<file path="src/rtl/mem_bus_arbiter.sv">
// mem_bus_arbiter: one single-port RAM shared by instruction fetch and load/store.
// Ports: clk_i/rst_i; if_* fetch side; dm_* data side; ram_* RAM side;
//        flush_i cancels a pending fetch; stall_*_o hold the pipeline;
//        bus_err_o pulses with the ack of a timed-out access.
module mem_bus_arbiter #(
  parameter int MAX_WAIT = 4,
  parameter int TIMEOUT  = 16
) (
  input  logic        clk_i,
  input  logic        rst_i,
  input  logic        if_req_i,
  input  logic [31:0] if_addr_i,
  output logic [31:0] if_rdata_o,
  output logic        if_ack_o,
  input  logic        flush_i,
  input  logic        dm_req_i,
  input  logic        dm_wr_i,
  input  logic [31:0] dm_addr_i,
  input  logic [31:0] dm_wdata_i,
  output logic [31:0] dm_rdata_o,
  output logic        dm_ack_o,
  output logic        ram_ce_o,
  output logic        ram_we_o,
  output logic [31:0] ram_addr_o,
  output logic [31:0] ram_wdata_o,
  input  logic [31:0] ram_rdata_i,
  input  logic        ram_ready_i,
  output logic        stall_if_o,
  output logic        stall_dm_o,
  output logic        bus_err_o
);

  localparam int WW = $clog2(MAX_WAIT + 1);
  localparam int TW = (TIMEOUT > 1) ? $clog2(TIMEOUT) : 1;

  typedef enum logic [1:0] {
    IDLE,
    IF_BUSY,
    DM_BUSY,
    DONE
  } state_e;

  state_e        state_q, state_d;
  logic          ram_ce_q, ram_ce_d;
  logic          ram_we_q, ram_we_d;
  logic [31:0]   ram_addr_q, ram_addr_d;
  logic [31:0]   ram_wdata_q, ram_wdata_d;
  logic [31:0]   if_rdata_q, if_rdata_d;
  logic [31:0]   dm_rdata_q, dm_rdata_d;
  logic          if_ack_q, if_ack_d;
  logic          dm_ack_q, dm_ack_d;
  logic          bus_err_q, bus_err_d;
  logic          flush_seen_q, flush_seen_d;
  logic [WW-1:0] wait_cnt_q, wait_cnt_d;
  logic [TW-1:0] tmo_cnt_q, tmo_cnt_d;

  logic if_live;
  logic if_starved;
  logic tmo_hit;

  assign if_live    = if_req_i & ~flush_i;
  assign if_starved = if_live && (wait_cnt_q == WW'(MAX_WAIT));
  assign tmo_hit    = (tmo_cnt_q == TW'(TIMEOUT - 1));

  always_comb begin
    state_d      = state_q;
    ram_ce_d     = ram_ce_q;
    ram_we_d     = ram_we_q;
    ram_addr_d   = ram_addr_q;
    ram_wdata_d  = ram_wdata_q;
    if_rdata_d   = if_rdata_q;
    dm_rdata_d   = dm_rdata_q;
    if_ack_d     = 1'b0;
    dm_ack_d     = 1'b0;
    bus_err_d    = 1'b0;
    flush_seen_d = flush_seen_q;
    wait_cnt_d   = wait_cnt_q;
    tmo_cnt_d    = tmo_cnt_q;

    unique case (state_q)
      IDLE: begin
        flush_seen_d = 1'b0;
        if (!if_req_i) wait_cnt_d = '0;
        if (dm_req_i && !if_starved) begin
          state_d     = DM_BUSY;
          ram_ce_d    = 1'b1;
          ram_we_d    = dm_wr_i;
          ram_addr_d  = dm_addr_i;
          ram_wdata_d = dm_wdata_i;
          if (if_live && wait_cnt_q != WW'(MAX_WAIT))
            wait_cnt_d = wait_cnt_q + WW'(1);
        end else if (if_live) begin
          state_d    = IF_BUSY;
          ram_ce_d   = 1'b1;
          ram_we_d   = 1'b0;
          ram_addr_d = if_addr_i;
          wait_cnt_d = '0;
        end
      end

      IF_BUSY, DM_BUSY: begin
        if (flush_i) flush_seen_d = 1'b1;
        tmo_cnt_d = tmo_cnt_q + TW'(1);
        // ready beats a simultaneous timeout
        if (ram_ready_i || tmo_hit) begin
          state_d   = DONE;
          ram_ce_d  = 1'b0;
          ram_we_d  = 1'b0;
          tmo_cnt_d = '0;
          bus_err_d = ~ram_ready_i;
          if (state_q == IF_BUSY) begin
            if_rdata_d = ram_ready_i ? ram_rdata_i : '0;
            if_ack_d   = ~(flush_seen_q | flush_i);
          end else begin
            dm_ack_d = 1'b1;
            // a completed store leaves load data untouched
            if (!ram_we_q || !ram_ready_i)
              dm_rdata_d = ram_ready_i ? ram_rdata_i : '0;
          end
        end
      end

      DONE: begin
        state_d = IDLE;
      end

      default: begin
        state_d = IDLE;
      end
    endcase
  end

  always_ff @(posedge clk_i or posedge rst_i) begin
    if (rst_i) begin
      state_q      <= IDLE;
      ram_ce_q     <= 1'b0;
      ram_we_q     <= 1'b0;
      ram_addr_q   <= '0;
      ram_wdata_q  <= '0;
      if_rdata_q   <= '0;
      dm_rdata_q   <= '0;
      if_ack_q     <= 1'b0;
      dm_ack_q     <= 1'b0;
      bus_err_q    <= 1'b0;
      flush_seen_q <= 1'b0;
      wait_cnt_q   <= '0;
      tmo_cnt_q    <= '0;
    end else begin
      state_q      <= state_d;
      ram_ce_q     <= ram_ce_d;
      ram_we_q     <= ram_we_d;
      ram_addr_q   <= ram_addr_d;
      ram_wdata_q  <= ram_wdata_d;
      if_rdata_q   <= if_rdata_d;
      dm_rdata_q   <= dm_rdata_d;
      if_ack_q     <= if_ack_d;
      dm_ack_q     <= dm_ack_d;
      bus_err_q    <= bus_err_d;
      flush_seen_q <= flush_seen_d;
      wait_cnt_q   <= wait_cnt_d;
      tmo_cnt_q    <= tmo_cnt_d;
    end
  end

  // a flush arriving in the DONE cycle still hides the fetch ack
  assign if_ack_o    = if_ack_q & ~flush_i;
  assign dm_ack_o    = dm_ack_q;
  assign bus_err_o   = bus_err_q & (dm_ack_q | if_ack_o);
  assign if_rdata_o  = if_rdata_q;
  assign dm_rdata_o  = dm_rdata_q;
  assign ram_ce_o    = ram_ce_q;
  assign ram_we_o    = ram_we_q;
  assign ram_addr_o  = ram_addr_q;
  assign ram_wdata_o = ram_wdata_q;
  assign stall_if_o  = if_req_i & ~if_ack_o & ~flush_i;
  assign stall_dm_o  = dm_req_i & ~dm_ack_o;

endmodule
</file>
<file path="config.mk">
export PLATFORM = sky130hd
export DESIGN_NAME = mem_bus_arbiter
export DESIGN_NICKNAME = d
export VERILOG_FILES = /design/src/rtl/mem_bus_arbiter.sv
export SDC_FILE = /design/constraint.sdc
export NUM_CORES = 1
export LEC_CHECK = 0
export BUFFER_PORTS_ARGS = -buffer_cell sky130_fd_sc_hd__buf_2
export CORE_MARGIN = 4
export CORE_UTILIZATION = 51
export CTS_BUF_LIST = sky130_fd_sc_hd__clkbuf_16
export CTS_CLUSTER_DIAMETER = 120
export DETAILED_ROUTE_END_ITERATION = 7
export MAX_ROUTING_LAYER = met4
export PLACE_DENSITY = 0.92
export REMOVE_ABC_BUFFERS = 1
export SYNTH_ARGS = -nofsm -noshare
export SYNTH_HDL_FRONTEND = slang
export SYNTH_SLANG_ARGS = --single-unit
</file>
<file path="constraint.sdc">
create_clock -name clk_i -period 6.6 [get_ports clk_i]
set_input_delay 0.33 -clock clk_i [delete_from_list [all_inputs] [get_ports clk_i]]
set_output_delay 0.33 -clock clk_i [all_outputs]
set_load 0.01 [all_outputs]
</file>
==> results of run 1 <==
==> kinds of logic after synthesis <==
kind of cell	after synthesis	share of synthesized area [%]
AOI/OAI and AO/OA	117	14.8
xor gates and xnor gates	1	0.148
adders and majority gates	6	1.27
buffers and inverters	39	4.13
DFF	143	60.5
muxes	64	13.3
and+or+nand+nor	72	5.84
==> final timing paths <==
path / cells after the start / to / slack (ps) / startpoint
worst min register to register: 1 / if_ack_q$_DFF_PP0_ / 470 / flush_seen_q$_DFFE_PP0P_
worst max-delay path: 5 / if_rdata_o[28]$_DFFE_PP0P_ / 4200 / state_q[1]$_DFFE_PP0P_
worst max register to register: 5 / if_rdata_o[28]$_DFFE_PP0P_ / 4200 / state_q[1]$_DFFE_PP0P_
worst min-delay path: 2 / ram_wdata_o[27]$_DFFE_PP0P_ / 30 / rst_i
min in group clk_i: 2 / ram_wdata_o[13]$_DFFE_PP0P_ / 150 / dm_wdata_i[13]
max in group asynchronous: 3 / dm_rdata_o[18]$_DFFE_PP0P_ / 5350 / rst_i
==> critical path: cells and delay by family (launching register included) <==
| kind | cells | cell delay, ps |
|---|---|---|
| flip-flops | 1 | 380 |
| AND/OR/NAND/NOR | 1 | 640 |
| buffers and inverters | 1 | 80 |
| AO/OA/AOI/OAI | 2 | 650 |
| adder cells (fa/ha/maj) | 1 | 510 |
==> cell usage after synthesis (4+ instances only) <==
| master | number | area, um2 |
|---|---|---|
| inv_1 | 9 | 33.8 |
| o21ai_0 | 42 | 210 |
| a22o_1 | 64 | 561 |
| mux2_2 | 4 | 45.0 |
| buf_2 | 9 | 45.0 |
| nand2_1 | 43 | 161 |
| ha_1 | 6 | 75.1 |
| buf_4 | 8 | 60.1 |
| nor2b_1 | 7 | 43.8 |
| mux2i_1 | 32 | 320 |
| dfrtp_1 | 143 | 3580 |
| mux2_4 | 28 | 420 |
| clkbuf_1 | 9 | 33.8 |
| nor2_1 | 7 | 26.3 |
==> power by group through the flow <==
stage	Clock [W]	Sequential [W]	Combinational [W]
finish	0.000922	0.00152	0.00149
global route	0.000978	0.00156	0.00162
global placement	0	0.00150	0.00143
detailed placement	0	0.00152	0.00150
floorplan	0	0.00168	0.000689
CTS	0.000936	0.00152	0.00151
==> flip-flops by register name, summed over array words and instances, names as in the netlist <==
name,cells
ram_wdata_o,32
tmo_cnt_q,4
dm_ack_o,1
if_ack_q,1
if_rdata_o,32
wait_cnt_q,3
dm_rdata_o,32
flush_seen_q,1
ram_ce_o,1
bus_err_q,1
ram_addr_o,32
ram_we_o,1
state_q,2
==> final cells by class <==
cell class              count  area [um2]  area share [%]
flip-flops and latches    143        3580            45.6
multi-input cells         260        2100            26.8
repair buffers            272        1370            17.5
clock buffers              17         425            5.43
well taps                 143         179            2.28
clock inverters            15         149            1.90
inverters                   9        38.8           0.495
==> through the flow <==
| step | hold slack, ps | std cells | setup slack (ps) | utilization (%) |
|---|---|---|---|---|
| after floorplan | 403 | 412 | 2430 | - |
| after global placement | 452 | 827 | 4390 | 63.9 |
| final | 31.8 | 859 | 4200 | 69.0 |
| after detailed placement | 465 | 827 | 4240 | 63.9 |
| after CTS | 58.6 | 859 | 4210 | 69.0 |
| after global routing | 108 | 859 | 4060 | 69.0 |
==> routing by layer <==
layer  global-route usage [%]  up-vias
met5                        -        -
met4                     8.58        0
met2                     38.2      221
met3                     5.33       19
met1                     28.6     2211
li1                         -     2105
==> results.txt, run 1 <==
Clk pwr share: 23.4%
Clock Skew: 7.65 ps
Worst-path clk slew: 60 ps
yosys warns: 0
most common cell after layout, fill and taps aside: buf_2
# port buffers: 269
critical path peak fanout: 33
core area: 11400 um2
CTS buffer count: 17
Top Layer Used: met4
final worst-path cycle share: 36.4%
PnR Total Power: 0.00393 W
power per cell area: 502 nW/um2
Fin. Hold Viols: 0
synthesized area: 5910 um2
Setup Crit Path Kind: reg -> reg
FFs w/ async S/R, synth: 100%
Design Area, Final: 7840 um2
share of cells above drive strength 1: 48.2%
RePlAce Congestion: 0.835
DRC Markers: 0
area added between synthesis and finish: 32.6%
Pre-antenna DRT Iters: 4
Metal-1 WL: 6.15 mm
WL met2: 7.63 mm
NetSw: 0.00141 W
die width: 116 um
worst vdd ir: 0.372 mV
setup violators final: 0
CP cell instances: inv_1, ha_1, o21a_1, nand2_1, a22o_1
n_diodes: 0
H-tree depth: 4
Netlist cell types: 36
initial antenna violation count: 0
largest net degree at the start of global routing: 84
DP HPWL: 11.0 mm
vias in the first global route: 4699
setup TNS: 0 ps
clk sink count: 143
Slowest cell on crit path: nand2_1
CP arrival: 2700 ps
Internal: 0.00253 W
row count: 39
fmax: 0.416 GHz
logic gate share of total power: 37.8%
Resize count post-CTS: 0
Post-CTS Hold Fix Bufs: 0
dpl cell area: 7270 um2
Top FF cell, synth: dfrtp_1
Pins Over Slew Limit: 0
number of synthesized register bits: 143
CTS root buf: clkbuf_16
1st-iter DRT viols: 357
die height: 116 um
drt wl/cell: 17.8 um
Req. time, crit path: 6900 ps
gr ovfl total: 0
Reg power frac: 38.8%
most frequent cells in the layout: 269 x buf_2, 143 x dfrtp_1, 64 x a22o_1, 43 x nand2_1, 42 x o21ai_0
CP endpoint kind: flip-flop
Worst Tran Pin Value: 1220 ps
Routed Wire Length: 15.3 mm
status: finished, final reports clean
type of the worst min-delay path: in -> async
Initial Utilization: 52.0%
fill count: 781
slowest stage delay, CP: 640 ps
met3 wire len: 1.22 mm
RSZ-0062 raised after global routing: no
Syn Area/Cell: 13.4 um2
Setup Buffers After CTS: 0
Syn Inst Count: 442
final net count: 844
DIE AREA: 13400 um2
sequential area share after synthesis: 60.5%
via count: 4556
total I/O pin count: 270
clock latency at the later pin of the worst-skew pair: 420 ps
first-pass GRT wire length: 23.6 mm
slew margin rel.: 18.4%
Final min period: 2400 ps
total of max-cap violations: 0
critical path startpoint category: flip-flop
Routed Antenna Nets: 0
Sw Ratio: 35.8%
CTS max path bufs: 2
DR vias/cell: 5.30
Leakage: 4.23 nW
Total GRT Usage: 23.4%
CTS tree: done
EDFF count, synth: 0
No activity file was read; power rests on OpenSTA's default activity.
==> run 2, diff against run 1 <==
Settings changed: CORE_UTILIZATION 51 to 47, PLACE_DENSITY 0.92 to 0.86.
Clock period 6.6 ns to 2.4 ns, I/O delays scaled along.
==> run 2 against run 1 <==
Net effect: first-iteration DRC count up 68%; register-to-register slack got worse by 4100 ps; clock power increased to 2.8 times the previous value; sequential share of layout area decreased by 4.7 points; clock-buffer cell count unchanged; combinational power grew to 3.0 times the previous value; die area increased by 7.9%; wire length increased by 27%; hold slack worse by 16 ps; largest cell class unchanged.
==> results.txt, run 2 (same netlist as run 1, synthesis figures left out) <==
slowest stage delay, CP: 570 ps (-70 ps)
RSZ-0062 raised after global routing: no
Req. time, crit path: 2670 ps (-4230 ps)
Worst Tran Pin Value: 676 ps (-547 ps)
worst reg-to-reg setup slack: 140 ps (-4060 ps)
gr ovfl total: 0 (unchanged)
final worst setup slack: 143 ps (-4060 ps)
critical path startpoint category: flip-flop
largest net degree at the start of global routing: 73 (-13%)
die width: 120 um (+3.9%)
DR vias/cell: 5.40 (+1.9%)
total of max-cap violations: 0 (unchanged)
CP endpoint kind: flip-flop
final net count: 931 (+10%)
slew margin rel.: 54.9% (+36 points)
CTS tree: done
power per cell area: 1290 nW/um2 (+160%)
vias in the first global route: 5627 (+20%)
core area: 12200 um2 (+7.0%)
clk sink count: 143 (unchanged)
CP cell instances: inv_1, ha_1, nand4b_4, nand2_2, buf_12, mux2i_1, dlygate4sd3_1, o21ai_0
area taken by multi-input logic gates: 2100 um2 (unchanged)
Clock Skew: 8.43 ps (+0.779 ps)
reg2reg start: wait_cnt_q[0]$_DFFE_PP0P_
RePlAce Congestion: 0.807 (-3.4%)
CTS max path bufs: 2 (unchanged)
DP HPWL: 12.1 mm (+10%)
Worst-path clk slew: 60 ps (about the same)
H-tree depth: 4 (unchanged)
row count: 40 (+2.6%)
Total GRT Usage: 27.7% (+4.4 points)
Final min period: 2260 ps (-145 ps)
Internal: 0.00714 W (+180%)
Fin. Hold Viols: 0 (unchanged)
post-layout util: 71.9% (+3.0 points)
via count: 5246 (+15%)
Sw Ratio: 36.6% (+0.77 points)
logic gate share of total power: 39.4% (+1.6 points)
type of the worst min-delay path: in -> reg
worst vdd ir: 0.521 mV (+40%)
fin cells: 971 (+13%)
most common cell after layout, fill and taps aside: buf_2
1st-iter DRT viols: 598 (+68%)
Inst Count DP: 859 (+3.9%)
fill count: 779 (-0.26%)
DIE AREA: 14400 um2 (+7.9%)
CTS root buf: clkbuf_16
setup violators final: 0 (unchanged)
total I/O pin count: 270 (unchanged)
Setup Buffers After CTS: 0 (unchanged)
Pins Over Slew Limit: 0 (unchanged)
fmax: 0.443 GHz (+6.4%)
Pre-antenna DRT Iters: 5 (+1)
Routed Antenna Nets: 0 (unchanged)
Sequential Area: 3580 um2 (unchanged)
status: finished, final reports clean
# port buffers: 269 (unchanged)
CP bufs+invs: 3 (+2)
Routed Wire Length: 19.4 mm (+27%)
area added between synthesis and finish: 47.9%
Reg power frac: 37.8% (-1.0 points)
Slowest cell on crit path: dlygate4sd3_1
final worst-path cycle share: 94.1% (+58 points)
post-place setup slack: 389 ps (-3850 ps)
hold path start: dm_addr_i[18]
die height: 120 um (+3.9%)
CTS buffer count: 17 (unchanged)
most frequent cells in the layout: 269 x buf_2, 143 x dfrtp_1, 80 x dlygate4sd3_1, 64 x a22o_1, 43 x nand2_1
CP arrival: 2520 ps (-180 ps)
share of cells above drive strength 1: 43.8% (-4.4 points)
DRC Markers: 0 (unchanged)
Leakage: 4.61 nW (+9.1%)
Initial Utilization: 48.6% (-3.4 points)
critical path peak fanout: 33 (unchanged)
Post-CTS Hold Fix Bufs: 80 (+80)
initial antenna violation count: 1 (+1)
Clk pwr share: 22.9% (-0.5 points)
NetSw: 0.00411 W (+190%)
Resize count post-CTS: 0 (unchanged)
Critical path origin: wait_cnt_q[0]$_DFFE_PP0P_
first-pass GRT wire length: 30.3 mm (+29%)
drt wl/cell: 20.0 um (+13%)
clock latency at the later pin of the worst-skew pair: 410 ps (about the same)
Top Family by Delay on Critical Path: buffers and inverters
Setup Crit Path Kind: reg -> reg
[run 2: power groups by stage]
stage | combinational, W | clock (W) | sequential (W)
2_1_floorplan | 0.00189 | 0 | 0.00462
3_3_place_gp | 0.00404 | 0 | 0.00414
3_5_place_dp | 0.00424 | 0 | 0.00417
4_1_cts | 0.00436 | 0.00260 | 0.00418
5_1_grt | 0.00476 | 0.00274 | 0.00436
6_report | 0.00443 | 0.00257 | 0.00425
[run 2: layout make-up]
| cell class | instances | area share [%] |
|---|---|---|
| inverters | 9 | 0.443 |
| flip-flops and latches | 143 | 40.9 |
| well taps | 168 | 2.40 |
| repair buffers | 359 | 25.7 |
| multi-input cells | 260 | 24.0 |
| diodes | 1 | 0.0286 |
| clock buffers | 17 | 4.86 |
| clock inverters | 14 | 1.64 |
[run 2: path summary, 6_finish.rpt]
| path | to | cells after the start |
|---|---|---|
| setup / recovery | ram_addr_o[1]$_DFFE_PP0P_ | 8 |
| hold / removal | ram_addr_o[18]$_DFFE_PP0P_ | 3 |
| setup reg to reg | ram_addr_o[1]$_DFFE_PP0P_ | 8 |
| hold reg to reg | ram_addr_o[23]$_DFFE_PP0P_ | 2 |
| max in group asynchronous | dm_rdata_o[27]$_DFFE_PP0P_ | 4 |
| min in group asynchronous | ram_wdata_o[11]$_DFFE_PP0P_ | 3 |
[run 2: metal layers]
layer,up-vias,part of all wire [%],track usage (%),wire [um]
met1,2528,37,31.7,7160
met3,70,9.3,7.54,1810
met5,-,0,-,0
met2,354,49,45.5,9570
li1,2294,-,-,-
met4,0,4.7,12.8,912
[run 2: per-stage QoR]
stage	TNS (ps)	hold WS (ps)	area [um2]	total power [W]
2_1_floorplan	-222780	193	5700	0.00651
3_3_place_gp	0	258	7380	0.00818
3_5_place_dp	0	282	7380	0.00842
4_1_cts	0	2.53	8750	0.0111
5_1_grt	0	10.7	8750	0.0119
6_report	0	15.5	8750	0.0113
[run 2: worst register-to-register path: cells and delay by family (launching register included)]
family	cells	cell delay, ps
and+or+nand+nor	2	240
AOI/OAI and AO/OA	1	70
buffers and inverters	3	890
DFF	1	400
muxes	1	280
adders and majority gates	1	240
